==> config.mk <==
export PLATFORM = sky130hd
export DESIGN_NAME = wb_arbiter
export DESIGN_NICKNAME = d
export VERILOG_FILES = /design/src/rtl/wb_arbiter_pkg.sv /design/src/rtl/wb_pending_queue.sv /design/src/rtl/wb_arbiter.sv
export SDC_FILE = /design/constraint.sdc
export NUM_CORES = 1
export LEC_CHECK = 0
export CAP_MARGIN = 30
export CORE_ASPECT_RATIO = 1.1
export CORE_MARGIN = 4
export CORE_UTILIZATION = 45
export DETAILED_ROUTE_END_ITERATION = 8
export GPL_ROUTABILITY_DRIVEN = 1
export PLACE_DENSITY = 0.69
export SLEW_MARGIN = 20
export SYNTH_ARGS = -nofsm -noshare
export SYNTH_HDL_FRONTEND = slang
export SYNTH_SLANG_ARGS = --single-unit
==> constraint.sdc <==
create_clock -name clk -period 6.3 [get_ports clk]
set_input_delay 1.26 -clock clk [delete_from_list [all_inputs] [get_ports clk]]
set_output_delay 1.26 -clock clk [all_outputs]
set_load 0.01 [all_outputs]
==> src/rtl/wb_arbiter_pkg.sv <==
// rtl/wb_arbiter_pkg.sv - shared register-file widths and write-back constants
//
// Purpose: common definitions for the write-back arbiter slice.
//   DATA_BUS      register data width
//   REG_ADDR_BUS  register address width
//   WB_Q_DEPTH    default pending-queue depth (power of two, >= 2)
//   WRITE_ENABLE / WRITE_DISABLE  register-file enable levels
package wb_arbiter_pkg;

  localparam int   DATA_BUS      = 32;
  localparam int   REG_ADDR_BUS  = 5;
  localparam int   WB_Q_DEPTH    = 4;
  localparam logic WRITE_ENABLE  = 1'b1;
  localparam logic WRITE_DISABLE = 1'b0;

endpackage

==> src/rtl/wb_pending_queue.sv <==
// rtl/wb_pending_queue.sv - searchable circular queue of ALU results awaiting write-back
//
// Purpose: holds ALU results that lost arbitration, in program order.
// Ports:
//   clk, rst                      clock, async active-low reset
//   push, push_addr, push_data    enqueue at tail
//   pop                           drop head (caller guarantees non-empty)
//   squash_en, squash_addr        clear valid bit of every entry with that address
//   head_valid/addr/data          oldest entry
//   count                         occupied slots, squashed slots included
//   lookup_addr_*, hit_*, data_*  youngest valid match per lookup port
module wb_pending_queue
  import wb_arbiter_pkg::*;
#(
  parameter int DEPTH  = WB_Q_DEPTH,
  parameter int ADDR_W = REG_ADDR_BUS,
  parameter int DATA_W = DATA_BUS
) (
  input  logic                     clk,
  input  logic                     rst,
  input  logic                     push,
  input  logic [ADDR_W-1:0]        push_addr,
  input  logic [DATA_W-1:0]        push_data,
  input  logic                     pop,
  input  logic                     squash_en,
  input  logic [ADDR_W-1:0]        squash_addr,
  output logic                     head_valid,
  output logic [ADDR_W-1:0]        head_addr,
  output logic [DATA_W-1:0]        head_data,
  output logic [$clog2(DEPTH):0]   count,
  input  logic [ADDR_W-1:0]        lookup_addr_1,
  input  logic [ADDR_W-1:0]        lookup_addr_2,
  output logic                     hit_1,
  output logic                     hit_2,
  output logic [DATA_W-1:0]        data_1,
  output logic [DATA_W-1:0]        data_2
);

  localparam int PTR_W = $clog2(DEPTH);
  localparam int CNT_W = PTR_W + 1;

  logic [ADDR_W-1:0] addr_q [DEPTH];
  logic [DATA_W-1:0] data_q [DEPTH];
  logic [DEPTH-1:0]  vld_q;
  logic [PTR_W-1:0]  head_q;
  logic [PTR_W-1:0]  tail_q;
  logic [CNT_W-1:0]  count_q;

  always_ff @(posedge clk or negedge rst) begin
    if (!rst) begin
      head_q  <= '0;
      tail_q  <= '0;
      count_q <= '0;
      vld_q   <= '0;
      for (int i = 0; i < DEPTH; i++) begin
        addr_q[i] <= '0;
        data_q[i] <= '0;
      end
    end else begin
      // Squashed slots keep their place so that count and ordering are
      // unchanged; they just pop as empty write cycles.
      for (int i = 0; i < DEPTH; i++) begin
        if (squash_en && vld_q[i] && (addr_q[i] == squash_addr)) begin
          vld_q[i] <= 1'b0;
        end
      end
      if (pop) begin
        vld_q[head_q] <= 1'b0;
        head_q        <= head_q + PTR_W'(1);
      end
      // The caller never pushes when full, so tail cannot collide with a
      // live head slot even when push and pop share a cycle.
      if (push) begin
        vld_q[tail_q]  <= 1'b1;
        addr_q[tail_q] <= push_addr;
        data_q[tail_q] <= push_data;
        tail_q         <= tail_q + PTR_W'(1);
      end
      count_q <= count_q + CNT_W'(push) - CNT_W'(pop);
    end
  end

  // Walk from oldest to youngest so the last match seen is the youngest.
  // Unoccupied slots always have their valid bit clear.
  function automatic logic [DATA_W:0] youngest(input logic [ADDR_W-1:0] addr);
    logic [DATA_W:0]  result;
    logic [PTR_W-1:0] idx;
    result = '0;
    for (int i = 0; i < DEPTH; i++) begin
      idx = head_q + PTR_W'(i);
      if (vld_q[idx] && (addr_q[idx] == addr) && (addr != '0)) begin
        result = {1'b1, data_q[idx]};
      end
    end
    return result;
  endfunction

  assign {hit_1, data_1} = youngest(lookup_addr_1);
  assign {hit_2, data_2} = youngest(lookup_addr_2);

  assign head_valid = vld_q[head_q];
  assign head_addr  = addr_q[head_q];
  assign head_data  = data_q[head_q];
  assign count      = count_q;

endmodule

==> src/rtl/wb_arbiter.sv <==
// rtl/wb_arbiter.sv - merges load-unit and ALU results onto the register-file write port
//
// Purpose: per-cycle priority load > queued ALU > bypassed ALU, registered output.
// Ports:
//   clk, rst                             clock, async active-low reset
//   alu_valid/ready/addr/data            back-pressurable ALU result stream
//   ld_valid/addr/data                   unstallable load result
//   write_en/addr/data                   registered register-file write
//   fwd_addr_*, fwd_hit_*, fwd_data_*    decode lookups into the pending queue
//   q_count                              pending-queue occupancy
module wb_arbiter
  import wb_arbiter_pkg::*;
#(
  parameter int DEPTH  = WB_Q_DEPTH,
  parameter int ADDR_W = REG_ADDR_BUS,
  parameter int DATA_W = DATA_BUS
) (
  input  logic                    clk,
  input  logic                    rst,
  input  logic                    alu_valid,
  output logic                    alu_ready,
  input  logic [ADDR_W-1:0]       alu_addr,
  input  logic [DATA_W-1:0]       alu_data,
  input  logic                    ld_valid,
  input  logic [ADDR_W-1:0]       ld_addr,
  input  logic [DATA_W-1:0]       ld_data,
  output logic                    write_en,
  output logic [ADDR_W-1:0]       write_addr,
  output logic [DATA_W-1:0]       write_data,
  input  logic [ADDR_W-1:0]       fwd_addr_1,
  input  logic [ADDR_W-1:0]       fwd_addr_2,
  output logic                    fwd_hit_1,
  output logic                    fwd_hit_2,
  output logic [DATA_W-1:0]       fwd_data_1,
  output logic [DATA_W-1:0]       fwd_data_2,
  output logic [$clog2(DEPTH):0]  q_count
);

  localparam int CNT_W = $clog2(DEPTH) + 1;

  logic              q_empty;
  logic              head_valid;
  logic [ADDR_W-1:0] head_addr;
  logic [DATA_W-1:0] head_data;
  logic              ld_live;
  logic              alu_hs;
  logic              alu_keep;
  logic              take_pop;
  logic              take_byp;
  logic              push;

  assign q_empty   = (q_count == '0);
  // Occupancy is registered, so ready never depends on this cycle's inputs.
  assign alu_ready = (q_count < CNT_W'(DEPTH));

  // A load to r0 is discarded outright and does not claim the write slot.
  assign ld_live  = ld_valid && (ld_addr != '0);
  assign alu_hs   = alu_valid && alu_ready;
  // A same-cycle load to the same register is younger, so the ALU value is
  // dead on arrival; the handshake still completes.
  assign alu_keep = alu_hs && (alu_addr != '0) && !(ld_live && (ld_addr == alu_addr));
  assign take_pop = !ld_live && !q_empty;
  assign take_byp = !ld_live && q_empty && alu_hs;
  assign push     = alu_keep && !take_byp;

  wb_pending_queue #(
    .DEPTH  (DEPTH),
    .ADDR_W (ADDR_W),
    .DATA_W (DATA_W)
  ) u_queue (
    .clk           (clk),
    .rst           (rst),
    .push          (push),
    .push_addr     (alu_addr),
    .push_data     (alu_data),
    .pop           (take_pop),
    .squash_en     (ld_live),
    .squash_addr   (ld_addr),
    .head_valid    (head_valid),
    .head_addr     (head_addr),
    .head_data     (head_data),
    .count         (q_count),
    .lookup_addr_1 (fwd_addr_1),
    .lookup_addr_2 (fwd_addr_2),
    .hit_1         (fwd_hit_1),
    .hit_2         (fwd_hit_2),
    .data_1        (fwd_data_1),
    .data_2        (fwd_data_2)
  );

  always_ff @(posedge clk or negedge rst) begin
    if (!rst) begin
      write_en   <= WRITE_DISABLE;
      write_addr <= '0;
      write_data <= '0;
    end else if (ld_live) begin
      write_en   <= WRITE_ENABLE;
      write_addr <= ld_addr;
      write_data <= ld_data;
    end else if (take_pop) begin
      // A squashed head still consumes its slot as an idle write cycle.
      write_en   <= head_valid ? WRITE_ENABLE : WRITE_DISABLE;
      write_addr <= head_addr;
      write_data <= head_data;
    end else if (take_byp) begin
      write_en   <= (alu_addr != '0) ? WRITE_ENABLE : WRITE_DISABLE;
      write_addr <= alu_addr;
      write_data <= alu_data;
    end else begin
      write_en   <= WRITE_DISABLE;
    end
  end

endmodule

[Word level (Yosys, flattened, before mapping)]
Index checks and enable logic that the tools add are counted.
Operators by class
  add/subtract/negate cells: 6
  order comparisons: 14
  equal/unequal tests: 13
  mux-type cells: 67
  bitwise operators: 8
  reductions and logical operators: 46
Operator list (number)
  2-to-1 mux 32 bit: 12
  2-to-1 mux 33 bit: 8
  binary-select mux 32 bit (select 2 bit): 4
  bitwise mux 128 bit: 1
  == test 5 bit: 13
  demux 32 bit (select 2 bit): 1
  2-to-1 mux 5 bit: 12
  binary-select mux 5 bit (select 2 bit): 4
  logical AND 1 bit: 36
  bitwise mux 20 bit: 1
  nonzero test 5 bit: 4
  >= comparator 3 bit, second input constant: 5
  less-than comparator 2 x 3 -> 1 bit, second input constant: 5
  2-to-1 mux 1 bit: 15
  NOT 2 -> 3 bit: 5
  demux 5 bit (select 2 bit): 1
  binary-select mux 1 bit (select 2 bit): 4
  2-to-1 mux 4 bit: 2
  adder 2 x 1 -> 2 bit, second input constant: 2
  adder 2 bit, second input constant: 2
  bitwise AND 4 bit: 1
  demux 1 bit (select 2 bit): 2
  >= comparator 2 x 1 -> 1 bit, second input constant: 2
  zero test 1 bit: 4
  8 further kinds: 8
Word-level totals
  register bits after elaboration: 197
  output and inout bits: 108
  logic and storage cells: 169

[Depth between registers and ports, before layout]
  depth after elaboration: 11
  mapped depth: 16
  mapped depth without buffers: 9

[Hierarchy]
From an unflattened synthesis, not the netlist that was laid out.
Second synthesis, totals
  cell total of the unflattened synthesis: 1314
  area total of the unflattened synthesis: 14994.4 um^2
Modules (own cells, without submodules)
  wb_pending_queue: times used 1, cells each 1049, area each 12797.3 um^2, seq. area each 3978.8 um^2
  wb_arbiter: times used 1, cells each 265, area each 2197.1 um^2, seq. area each 950.9 um^2

[Worst setup path before layout]
OpenSTA, ideal clock, no wires.
  path kind: register -> output
  start: register u_queue.head_q[1]
  end: output port fwd_data_2[2]
  arrival: 3924 ps
  path slack: 1116 ps
  cell stages (with the launch flop): 15
  buffers on the path: 6
  cell sequence: dfrtp_1 > clkbuf_1 > buf_1 > buf_1 > inv_1 > ha_1 > buf_4 > buf_2 > mux4_1 > xnor2_1 > o2111ai_1 > nor3_1 > clkbuf_1 > nor3_1 > a211oi_1
On the way
  longest elaborated chain between the ends: 11
RTL lines
  start, declared: RTL line wb_pending_queue.sv:45  | logic [PTR_W-1:0] head_q;
  start signal, assigned: RTL line wb_pending_queue.sv:69  | head_q <= head_q + PTR_W'(1);
  adder 2 x 1 -> 2 bit / NOT 2 -> 3 bit (equally long branches): RTL line wb_pending_queue.sv:90, wb_pending_queue.sv:91, wb_pending_queue.sv:92
  NOT 2 -> 3 bit (not written as such) / binary-select mux 5 bit (select 2 bit) (equally long branches): RTL line wb_pending_queue.sv:91, wb_pending_queue.sv:92
  binary-select mux 5 bit (select 2 bit) / 2-to-1 mux 5 bit (equally long branches): RTL line wb_pending_queue.sv:91  | if (vld_q[idx] && (addr_q[idx] == addr) && (addr != '0)) begin
  2-to-1 mux 5 bit (not written as such): RTL line wb_pending_queue.sv:91
  2-to-1 mux 5 bit (not written as such) / == test 5 bit (equally long branches): RTL line wb_pending_queue.sv:91
  == test 5 bit / logical AND 1 bit (equally long branches): RTL line wb_pending_queue.sv:91
  logical AND 1 bit: RTL line wb_pending_queue.sv:91
  logical AND 1 bit / 2-to-1 mux 33 bit (equally long branches): RTL line wb_pending_queue.sv:91
  2-to-1 mux 33 bit (2 in a row): RTL line wb_pending_queue.sv:91
  2-to-1 mux 33 bit (*): RTL line wb_pending_queue.sv:91
  end, declared: RTL line wb_arbiter.sv:35  | output logic [DATA_W-1:0] fwd_data_2,
Every way passes the cells marked *; elsewhere a longest branch is shown, timed or not. The select of a mux whose other input is x is not followed.

[Worst setup path after layout]
  start: register u_queue.head_q[1]
  end: output port fwd_data_2[27]
Same word-level chain as after synthesis.

==> impl_metrics.yaml <==
worst_setup_path:
  cpMaxStageDelayCell: "dfrtp_2"
  critPathKind: "reg2out"
  end_kind: "primary output"
  slowest_delay_ns: 0.66
  required_ns: 5.04
  cp.arrival_ns: 4.86
  crit_fanout: 18
  crit_buf_inv: 3
  startpoint_type: "flop"
  path_delay_family: "buffers and inverters"
  cp_cell_sequence: "inv_1 > ha_4 > mux4_2 > xnor2_1 > nand4_1 > nor2_4 > buf_4 > mux2i_1 > o211ai_1 > clkdlybuf4s50_1"
place:
  portBuffers: 195
  place_congestion: 0.894
  hpwl_mm: 30.6
worst_hold_path:
  worstHoldPathType: "reg2reg"
floorplanning:
  std_cell_rows: 69
  coreArea_sq_mm: 0.0324
  ios: 196
  chipHeight_um: 198
  die_area_sq_mm: 0.0359
  die_x_um: 181
  initial_utilization_pct: 45.8
grt:
  grt.total_usage_pct: 25.3
  grt_overflow: 0
  grt_pass1_wl_mm: 70.3
  grt_antenna_before_repair: 3
  grt_start_max_net_pins: 111
  grt_pass1_vias: 11800
pwr:
  peakVddDrop_v: 0.000287
  p_per_area_mw_per_mm2: 593
  p_leak_nw: 6.63
  power_w: 0.0105
detailed_routing:
  antenna_left: 0
  drt_iter0_drc: 1194
  avgRoutedWirePerCell_um: 26.2
  routed_wirelength_mm: 46.5
  drtPass1Iterations: 7
  drc: 0
  num_vias: 11800
  viasPerCell: 6.66
clock_network:
  insertion_delay_ns: 0.45
  post-cts-setup-buffers: 0
  h-tree-depth: 4
  clock_sinks: 197
  path_clk_slew_ns: 0.08
  cts_root_buf: "clkbuf_16"
  cts-buffers-inserted: 17
  cts_tree: "yes"
  hold_buffers: 0
  cts-resized-gates: 0
  clock_path_buffers: 2
sta:
  setup_viol: 0
  fin_crit_ns: 6.12
  max_slew_margin_pct: 39.2
  fin_crit_sh_pct: 97.2
  worst_clock_skew_ns: 0.0177
  fmax_mhz: 163
  rsz0062_at_grt: "false"
  hold_viol: 0
  setup_tns_ns: 0
  tightestPinTransition_ns: 0.912
  final_max_slew_viol_count: 0
logic_synthesis:
  yosysSeqAreaShare_pct: 33.3
  synth_fa_ha_area_share_pct: 0.980
  synth_top_family_by_area: "multiplexers"
  yosysUniqueCellTypes: 57
  synth_area_per_cell_sq_um: 12.3
  ys_ff_latch: 197
  syn_area_sq_mm: 0.0148
  synth_mux_area_share_pct: 38.9
  synthCells: 1205
  ys_warn_count: 0
  synth_compound_area_share_pct: 9.24
  yosys.area_share.simple_pct: 8.71
  yosys_most_used_dff: "dfrtp_1"
  synth-xor-area-share_pct: 4.14
  synth_edf_count: 0
  synthArstFlopShare_pct: 100
  syn-num-nets: 1304
run:
  cap_violations: 0
cells_and_area:
  drive_gt1_share_pct: 29.5
  area_delta_synth_final_pct: 19.3
  final_nets: 1430
outcome:
  status: "complete, no violations"
synthesized netlist by cell type (31+ instances only):
cell type / count / share of area (%)
xnor2_1: 45 / 2.7
nand3_1: 35 / 1.2
mux4_2: 140 / 21
mux2_2: 127 / 9.7
dfrtp_1: 197 / 33
o21ai_0: 39 / 1.3
o221a_2: 37 / 2.8
nand3b_1: 36 / 1.8
nand2_1: 112 / 2.8
o211ai_1: 31 / 1.6
clkbuf_1: 57 / 1.4
mux2i_1: 62 / 4.2
tightest hold or removal path, cell delays in order (launching register included):
cell	delay, ns
dfrtp_1	0.35
nor2_1	0.05
nor2_1	0.07
where the power goes:
group          switching (W)  internal (W)  leakage [nW]
logic                0.00317       0.00347          3.97
registers           0.000748       0.00191          2.35
clock network       0.000566      0.000612         0.309
total                0.00449       0.00599          6.63
state kept, by name, indices dropped and copies added, names as in the netlist:
name	flops
u_queue.head_q	2
u_queue.vld_q	4
u_queue.data_q	128
u_queue.tail_q	2
u_queue.addr_q	20
write_data	32
write_addr	5
write_en	1
u_queue.count	3
layer usage:
metal	vias up	track usage, %	wire length (um)
li1	4968	-	-
met1	6087	34.5	18900
met2	637	39.6	21800
met3	114	6.08	3990
met4	2	9.65	1770
met5	-	0	13
metrics by stage:
stage               setup slack (ns)  std cells  cell area (sq um)  hold slack, ns  util [%]
floorplan                       1.12       1205              14800           0.485         -
global placement               0.397       1736              17000           0.487      52.5
detailed placement             0.365       1736              17000           0.493      52.5
CTS                            0.191       1768              17600           0.511      54.4
global route                  0.0434       1772              17700           0.529      54.6
finish                         0.177       1772              17700           0.500      54.6
layout make-up:
class,count,area [sq um]
Fill cell,2758,14700
Multi-Input combinational cell,870,9230
Sequential cell,197,4930
Timing Repair Buffer,229,2290
Tap cell,426,533
Clock buffer,17,425
Clock inverter,15,203
Inverter,16,60.1
Antenna cell,2,5.00
placed cells by master, fill, tap and decap left out, types with 25 or more instances in the layout:
cell and n:
mux4_2 140, xor2_1 25, xnor2_1 45, o21ai_0 39
buf_4 29, clkdlybuf4s50_1 193, nand3b_1 36, o221a_2 37
o211ai_1 31, mux2i_1 62, nand3_1 35, nand2_1 108
dfrtp_1 195, mux2_2 127
final timing paths:
path | end | slack (ns) | start | depth (start not counted)
worst max register to register | write_data[7]$_DFFE_PN0P_ | 3.01 | u_queue.head_q[0]$_DFFE_PN0P_ | 6
worst min-delay path | write_addr[3]$_DFFE_PN0P_ | 0.50 | write_addr[3]$_DFFE_PN0P_ | 2
worst max-delay path | fwd_data_2[27] | 0.18 | u_queue.head_q[1]$_DFFE_PN0P_ | 10
max in group asynchronous | u_queue.data_q[30]$_DFFE_PN0P_ | 4.26 | rst | 3
worst min register to register | write_addr[3]$_DFFE_PN0P_ | 0.50 | write_addr[3]$_DFFE_PN0P_ | 2
min in group asynchronous | u_queue.count[2]$_DFF_PN0_ | 0.76 | rst | 1
kinds of logic after synthesis:
group | after synthesis
AO/OA/AOI/OAI | 174
XOR/XNOR | 70
flip-flops | 197
multiplexers | 363
buffers and inverters | 138
adder cells (fa/ha/maj) | 11
AND/OR/NAND/NOR | 252
Note: power is estimated with default switching activity, not from simulation.
